===== config.mk =====
export PLATFORM = sky130hd
export DESIGN_NAME = rr_mux_reg
export DESIGN_NICKNAME = d
export VERILOG_FILES = /design/src/rtl/rr_mux_reg.sv
export SDC_FILE = /design/constraint.sdc
export NUM_CORES = 1
export LEC_CHECK = 0
export ABC_AREA = 1
export BUFFER_PORTS_ARGS = -buffer_cell sky130_fd_sc_hd__buf_4
export CORE_MARGIN = 4
export CORE_UTILIZATION = 48
export CTS_CLUSTER_DIAMETER = 80
export CTS_CLUSTER_SIZE = 40
export DETAILED_ROUTE_END_ITERATION = 8
export MAX_ROUTING_LAYER = met4
export PLACE_DENSITY = 0.87
export SLEW_MARGIN = 20
export SYNTH_ARGS = -nofsm -noshare
export SYNTH_HDL_FRONTEND = slang
export SYNTH_SLANG_ARGS = --single-unit
export TNS_END_PERCENT = 1

===== constraint.sdc =====
create_clock -name clk -period 3.74 [get_ports clk]
set_clock_uncertainty 0.05 [all_clocks]
set_input_delay 0.187 -clock clk [delete_from_list [all_inputs] [get_ports clk]]
set_output_delay 0.187 -clock clk [all_outputs]
set_load 0.005 [all_outputs]

===== src/rtl/rr_mux_reg.sv =====
`default_nettype none
// ============================================================================
// Module   : rr_mux_reg
// Purpose  : N-channel registered multiplexer with valid/ready handshakes.
//            Channel selection is either a fixed index (sel) or round-robin
//            over the valid channels; the winning beat is captured into one
//            output register tagged with its source channel.
// Revision : 1.0 - initial release
// ============================================================================
module rr_mux_reg #(
    parameter  int N_CH  = 8,
    parameter  int WIDTH = 8,
    localparam int SEL_W = $clog2(N_CH)
) (
    input  logic                  clk,
    input  logic                  rst_n,
    input  logic [N_CH*WIDTH-1:0] in_data,
    input  logic [N_CH-1:0]       in_valid,
    output logic [N_CH-1:0]       in_ready,
    input  logic                  mode,
    input  logic [SEL_W-1:0]      sel,
    output logic [WIDTH-1:0]      out_data,
    output logic [SEL_W-1:0]      out_ch,
    output logic                  out_valid,
    input  logic                  out_ready
);

    localparam logic [SEL_W-1:0] c_last_ch = SEL_W'(N_CH - 1);

    logic [WIDTH-1:0] r_out_data;
    logic [SEL_W-1:0] r_out_ch;
    logic             r_out_valid;
    logic [SEL_W-1:0] r_rr_ptr;

    logic             w_fix_vld;
    logic [SEL_W-1:0] w_fix_gnt;
    logic             w_rr_vld;
    logic [SEL_W-1:0] w_rr_gnt;
    logic             w_gnt_vld;
    logic [SEL_W-1:0] w_gnt;
    logic             w_load_en;
    logic             w_xfer;
    logic [WIDTH-1:0] w_gnt_data;

    // Channel index reached k steps after ptr, wrapping modulo N_CH.
    function automatic logic [SEL_W-1:0] rr_index(input logic [SEL_W-1:0] ptr, input int k);
        int t;
        t = (int'(ptr) + k) % N_CH;
        return SEL_W'(t);
    endfunction

    // Fixed-select grant: sel must name an existing, valid channel.
    always_comb begin
        w_fix_vld = 1'b0;
        w_fix_gnt = '0;
        for (int i = 0; i < N_CH; i++) begin
            if (sel == SEL_W'(i) && in_valid[i]) begin
                w_fix_vld = 1'b1;
                w_fix_gnt = SEL_W'(i);
            end
        end
    end

    // Round-robin grant: scan from rr_ptr+1 onward; iterating the offsets in
    // descending order lets the nearest valid channel be the last writer.
    always_comb begin
        w_rr_vld = 1'b0;
        w_rr_gnt = '0;
        for (int k = N_CH; k >= 1; k--) begin
            if (in_valid[rr_index(r_rr_ptr, k)]) begin
                w_rr_vld = 1'b1;
                w_rr_gnt = rr_index(r_rr_ptr, k);
            end
        end
    end

    // Mode mux, load enable and transfer qualification. Reset gates the load
    // so no input handshake can complete while rst_n is low.
    always_comb begin
        w_gnt_vld = mode ? w_rr_vld : w_fix_vld;
        w_gnt     = mode ? w_rr_gnt : w_fix_gnt;
        w_load_en = rst_n && (!r_out_valid || out_ready);
        w_xfer    = w_gnt_vld && w_load_en;
    end

    // Data of the granted channel; depends only on the grant, never feeds ready.
    always_comb begin
        w_gnt_data = '0;
        for (int i = 0; i < N_CH; i++) begin
            if (w_gnt == SEL_W'(i)) begin
                w_gnt_data = in_data[i*WIDTH +: WIDTH];
            end
        end
    end

    // One-hot ready towards the granted producer only.
    for (genvar i = 0; i < N_CH; i++) begin : g_ready
        assign in_ready[i] = w_xfer && (w_gnt == SEL_W'(i));
    end

    // Output register: load on transfer, clear valid on drain, hold on stall.
    // The pointer tracks the last served channel in either mode.
    always_ff @(posedge clk or negedge rst_n) begin
        if (!rst_n) begin
            r_out_valid <= 1'b0;
            r_out_data  <= '0;
            r_out_ch    <= '0;
            r_rr_ptr    <= c_last_ch;
        end else if (w_xfer) begin
            r_out_valid <= 1'b1;
            r_out_data  <= w_gnt_data;
            r_out_ch    <= w_gnt;
            r_rr_ptr    <= w_gnt;
        end else if (out_ready) begin
            r_out_valid <= 1'b0;
        end
    end

    assign out_data  = r_out_data;
    assign out_ch    = r_out_ch;
    assign out_valid = r_out_valid;

endmodule
`default_nettype wire


==> reports/metrics.cfg, run 1 <==
[outcome]
outcome=completed

[clocking]
cts_made_buffers=3
postCtsSetupBuffers=0
cts_sinks=15
clk_pin_slew_worst_paths_ns=0.06
insertion_delay_ns=0.25
cts_tree=built
cts_root_buf=clkbuf_8
clockBufferDepth=2
htreeDepth=1

[setup_path]
cp_cell_sequence=inv_4, ha_1, inv_1, nand3_1, nand2_1, nor2_1, nor2_1, inv_1, a21oi_1, nand2_1, nand2_4, nand2_2, nor2_4, inv_2, nor2_1, buf_4
end_kind=output pin
crit_arrival_ns=3.28
cpMostUsedCell=nor2_1
required_ns=3.50
crit_fanout=10
critPathBufInv=5
slowest_delay_ns=0.63
start_kind=flop
worst_path_max_delay_cell=dfstp_2
worstRegToRegCells=20
cp.depth=16
path_delay_family=simple AND/OR/NAND/NOR gates
worstSetupPathType=flop to output pin
r2r_setup_slack_ns=0.39

[synth]
syn_area_mm2=0.00212
synth_edf_count=0
synthTopCellsByArea=nand2_1 19%, dfrtp_1 14%, nand3_1 11%, nor2_1 7.8%, nand4_1 5.6%
ys_seq_area_share_pct=17.9
ys_types=36
async_flop_share_pct=100
syn-num-nets=436
avgSynthCellArea_um2=5.96
synth_top_cell_area_share_pct=19.3
synth_warnings=0
syn_inst=355
synth_flop_cell=dfrtp_1
ys_seq_elements=15
synth_top_area_cell=nand2_1

[layout]
antenna_cells=0
syn2layout_area_growth_pct=39.4
nNetsFinal=536
drive_above_1_share_pct=33.7
stdcell_area_mm2=0.00295

[die]
num_io_pins=99
die-area_mm2=0.00554
rows=23
core_mm2=0.00414
fp.dieH_um=74.4
die_x_um=74.4
start_util_pct=51.1

[place]
io_buffers=98
dpl_cell_area_mm2=0.00287
place_hpwl_um=6270
gp_congestion=0.976

[grt]
grt_pass1_wl_um=12000
grt_pass1_vias=2637
grt_max_degree=20
antenna_found_initial=0
grt_usage_pct=28.3
overflow=0

[sta]
tns_ns=0
min_period_over_period_pct=94.0
slew_headroom_pct=70.3
hold_viol=0
fmax_ghz=0.285
setup-violations-final=0
worst-slew-pin-transition_ns=0.445
min_period_ns=3.51
grt_setup_unrepaired=no
slew_violations=0

[power_and_ir_drop]
powerDensity_mw_per_mm2=978
irDropWorstVdd_v=0.000451
p_leak_uw=0.00161

[worst_hold_path]
hold_path_depth=2
hp-class=input pin to flop

[route]
wl_per_cell_um=14.8
dr.first_iter.drc_count=205
viasPerCell=5.53
drt-total-wl_um=7480
drc_errors=0
dr_total_vias=2789
drt_pass1_iterations=6
detail-route-antenna-nets=0

[run]
maxCapViolations=0

## routing by layer
metal	track usage, %	share of wire [%]	up-vias	wire length [um]
met5	-	0	-	0
met4	7.91	2.3	0	169
met3	1.76	5.9	17	444
met2	42.0	47	125	3500
met1	41.4	45	1277	3360
li1	-	-	1370	-
## worst paths after layout
| check | startpoint | endpoint |
|---|---|---|
| max | r_rr_ptr[1] | in_ready[3] |
| min | out_ready | out_valid |
| max reg2reg | r_rr_ptr[1] | out_data[0] |
| min reg2reg | out_data[4] | out_data[4] |
| max in group asynchronous | rst_n | r_rr_ptr[1] |
| min in group asynchronous | rst_n | out_ch[2] |
## cell usage in the layout (no fill, tap or decap), drive strengths merged
cell type,synthesis,routed
inv,41,41
nand2,124,124
o21ai,6,6
a31oi,8,8
clkinv,1,1
dlygate4sd3,0,1
clkinvlp,0,1
a22oi,3,3
nor3,5,5
xnor2,2,2
a21oi,12,12
ha,2,2
dfstp,3,3
nand4,19,19
dfrtp,12,12
nand3b,1,1
a41oi,1,1
nand3,53,53
xor2,1,1
nor4,2,2
nor2,50,50
clkbuf,2,3
buf,7,103
## Yosys cell counts (3+ instances only)
master	instances
nor2_1	44
dfstp_2	3
nand2_4	5
a21oi_1	9
nand3_1	48
nand2_2	10
nand3_2	4
a22oi_1	3
a31oi_1	8
nand4_1	19
nand2_1	109
buf_4	3
nor2_4	5
buf_6	3
o21ai_0	6
dfrtp_1	12
nor3_1	4
inv_1	31
inv_2	9
## area by class of cell
class,instances,area [um^2]
multi-input combinational,289,1520
fill,366,1190
timing repair buffer,104,783
sequential,15,379
inverter,42,160
tap,50,62.6
clock buffer,3,41.3
clock inverter,1,7.51
## logic make-up (layout without fill, tap and decap cells)
group                    after synthesis  in the layout  share of synthesized area [%]
adder cells (fa/ha/maj)                2              2                           1.18
flip-flops                            15             15                           17.9
XOR/XNOR                               3              3                           1.60
AO/OA/AOI/OAI                         30             30                           9.34
buffers and inverters                 51            150                           11.3
AND/OR/NAND/NOR                      254            254                           58.7
## power by group
part           internal (uW)  switching (uW)
Clock                   74.9            60.8
Sequential               248            68.7
Combinational            856            1580
## metrics by stage
| step | power [uW] | hold slack (ns) | cells | setup WS [ns] | util, % |
|---|---|---|---|---|---|
| finish | 2890 | 0.101 | 504 | 0.226 | 71.2 |
| global route | 3160 | 0.134 | 504 | 0.000839 | 71.2 |
| CTS | 2830 | 0.107 | 504 | 0.0479 | 70.8 |
| detailed placement | 2680 | 0.00177 | 499 | 0.304 | 69.4 |
| global placement | 2670 | 0.000722 | 499 | 0.401 | 69.4 |
| floorplan | 2130 | -0.159 | 355 | 0.950 | - |
## flip-flops by register name (all words and copies together), names as in the netlist
signal,cells
out_ch,3
r_rr_ptr,3
out_data,8
out_valid,1
## repair_timing
item | in CTS | in global routing
endpoints found under the setup margin | 0 | 12
hold buffers | 1 | 0
hold endpoints to repair | 15 | 0
resized for setup | 0 | 4
(Power assumes the default switching activity.)
==> run 2: changes to the inputs <==
==> constraint.sdc (replaced) <==
create_clock -name clk -period 3.8 [get_ports clk]
set_clock_uncertainty 0.05 [all_clocks]
set_input_delay 0.19 -clock clk [delete_from_list [all_inputs] [get_ports clk]]
set_output_delay 0.19 -clock clk [all_outputs]
set_load 0.005 [all_outputs]
==> run 2 against run 1 <==
First-iteration DRC count increased by 38%. Largest cell class unchanged. Worst setup slack improved by 0.064 ns. Worst hold slack got worse by 0.011 ns. Global-route usage increased by 0.15 points. Flip-flop and latch count stayed put. Critical endpoint unchanged. Total power decreased by 1.5%. Final area decreased by 0.21%.
==> reports/metrics.cfg, run 2 (synthesis results as in run 1) <==
[power_and_ir_drop]
irDropWorstVdd_v=0.000504  ; was 0.000451 V
powerDensity_mw_per_mm2=966  ; was 978 mW/mm^2
p_leak_uw=0.00161  ; about the same

[clocking]
cts_root_buf=clkbuf_8  ; unchanged
cts_tree=built  ; unchanged
cts_made_buffers=3  ; unchanged
cts_sinks=15  ; unchanged
htreeDepth=1  ; unchanged
insertion_delay_ns=0.25  ; about the same
clockBufferDepth=2  ; unchanged
clk_pin_slew_worst_paths_ns=0.07  ; was 0.06 ns

[setup_path]
start_kind=flop  ; unchanged
worstSetupPathType=flop to output pin  ; unchanged
crit_fanout=10  ; unchanged
r2r_setup_slack_ns=0.43  ; was 0.39 ns
end_kind=output pin  ; unchanged
r2r_start=r_rr_ptr[1]  ; unchanged
cpMostUsedCell=nor2_1  ; unchanged
required_ns=3.56  ; was 3.50 ns
slowest_delay_ns=0.66  ; was 0.63 ns
crit_arrival_ns=3.27  ; was 3.28 ns
cp_cell_sequence=inv_4, ha_1, inv_2, nand3_1, nand2_1, nor2_1, nor2_1, inv_1, a21oi_1, nand2_1, nand2_2, nand2_2, nor2_4, inv_2, nor2_1, buf_4  ; was inv_4, ha_1, inv_1, nand3_1, nand2_1, nor2_1, nor2_1, inv_1, a21oi_1, nand2_1, nand2_4, nand2_2, nor2_4, inv_2, nor2_1, buf_4
startpoint=r_rr_ptr[1]  ; unchanged
worstRegToRegCells=21  ; was 20
worst_path_max_delay_cell=dfstp_2  ; unchanged
crit_path_end=in_ready[3]  ; unchanged
r2r_end=out_data[1]  ; was out_data[0]

[route]
drc_errors=0  ; unchanged
viasPerCell=5.52  ; was 5.53
dr_total_vias=2787  ; was 2789
dr.first_iter.drc_count=282  ; was 205
drt_pass1_iterations=6  ; unchanged
wl_per_cell_um=15.5  ; was 14.8 um
drt-total-wl_um=7820  ; was 7480 um
detail-route-antenna-nets=0  ; unchanged

[place]
gp_congestion=0.995  ; was 0.976
placed_cells=497  ; was 499
dpl_cell_area_mm2=0.00286  ; was 0.00287 mm^2
place_hpwl_um=6420  ; was 6270 um
io_buffers=98  ; unchanged

[sta]
min_period_over_period_pct=92.4
min_period_ns=3.51
slew_headroom_pct=70.0  ; was 70.3%
slew_violations=0  ; unchanged
grt_setup_unrepaired=no  ; unchanged
hold_viol=0  ; unchanged
worst-slew-pin-transition_ns=0.451  ; was 0.445 ns
tns_ns=0  ; unchanged
fmax_ghz=0.285
hold-worst-slack_ns=0.0898  ; was 0.101 ns
setup-violations-final=0  ; unchanged

[die]
fp.dieH_um=74.4  ; unchanged
rows=23  ; unchanged
start_util_pct=51.1  ; unchanged
die_x_um=74.4  ; unchanged
core_mm2=0.00414  ; unchanged
num_io_pins=99  ; unchanged
die-area_mm2=0.00554  ; unchanged

[outcome]
outcome=completed  ; unchanged

[worst_hold_path]
hold_path_depth=2  ; unchanged
hp-class=input pin to flop  ; unchanged
holdCritStartpoint=out_ready  ; unchanged

[grt]
grt_pass1_wl_um=12100  ; was 12000 um
overflow=0  ; unchanged
antenna_found_initial=0  ; unchanged
grt_pass1_vias=2535  ; was 2637
grt_max_degree=20  ; unchanged
grt_usage_pct=28.5  ; was 28.3%

[run]
maxCapViolations=0  ; unchanged

[layout]
nNetsFinal=537  ; was 536
layout_common_cells=108 x nand2_1, 104 x buf_4, 48 x nand3_1  ; was 108 x nand2_1, 103 x buf_4, 48 x nand3_1
fillers=370  ; was 366
antenna_cells=0  ; unchanged
stdcell_area_mm2=0.00295  ; about the same
syn2layout_area_growth_pct=39.1  ; was 39.4%
final_common_cell=nand2_1  ; unchanged
fin_cells=505  ; was 504
largest_reg_flops=8  ; unchanged
drive_above_1_share_pct=34.1  ; was 33.7%

run 2: metal layers:
| metal | track usage [%] | wire length [um] |
|---|---|---|
| met1 | 41.3 | 3380 |
| met4 | 4.74 | 79 |
| met2 | 43.8 | 3730 |
| met3 | 2.30 | 620 |
| met5 | - | 0 |
run 2: cell type report:
type | count | area, um^2 | share of cell area [%]
repair buffers | 105 | 791 | 26.8
well taps | 50 | 62.6 | 2.12
multi-input cells | 289 | 1500 | 51.1
clock inverters | 1 | 7.51 | 0.255
flip-flops and latches | 15 | 379 | 12.9
clock buffers | 3 | 41.3 | 1.40
inverters | 42 | 160 | 5.44
run 2: worst min-delay path by stage:
stage	slack, ns	to
final	0.09	out_valid
after global routing	0.09	out_valid
after floorplan	-0.16	out_ch[0]
after CTS	0.1	out_valid
after global placement	0.003	out_data[0]
after detailed placement	0.007	out_data[0]
run 2: worst max-delay path, delay by kind of cell (launching register included):
family	cells	cell delay, ns
adders and majority gates	1	0.37
AOI/OAI and AO/OA	1	0.28
DFF	1	0.66
buffers and inverters	5	0.55
and+or+nand+nor	9	1.16
run 2: through the flow:
| stage | total power (uW) | utilization [%] | setup slack (ns) |
|---|---|---|---|
| final | 2840 | 71.1 | 0.290 |
| after global routing | 3120 | 71.1 | 0.0528 |
| after CTS | 2790 | 70.4 | 0.0101 |
| after detailed placement | 2630 | 69.0 | 0.246 |
| after global placement | 2610 | 69.0 | 0.374 |
| after floorplan | 2100 | - | 1.01 |
run 2: power by group:
part | total (uW) | switching [uW] | internal, uW
clock network | 133 | 59.1 | 73.6
logic | 2390 | 1560 | 833
registers | 322 | 77.5 | 245
run 2: timing repair:
action / in CTS / in global routing
hold endpoints to repair: 15 / 0
endpoints found under the setup margin: 0 / 15
hold buffers: 1 / 0
setup buffers: 0 / 3
gates resized for setup: 0 / 3
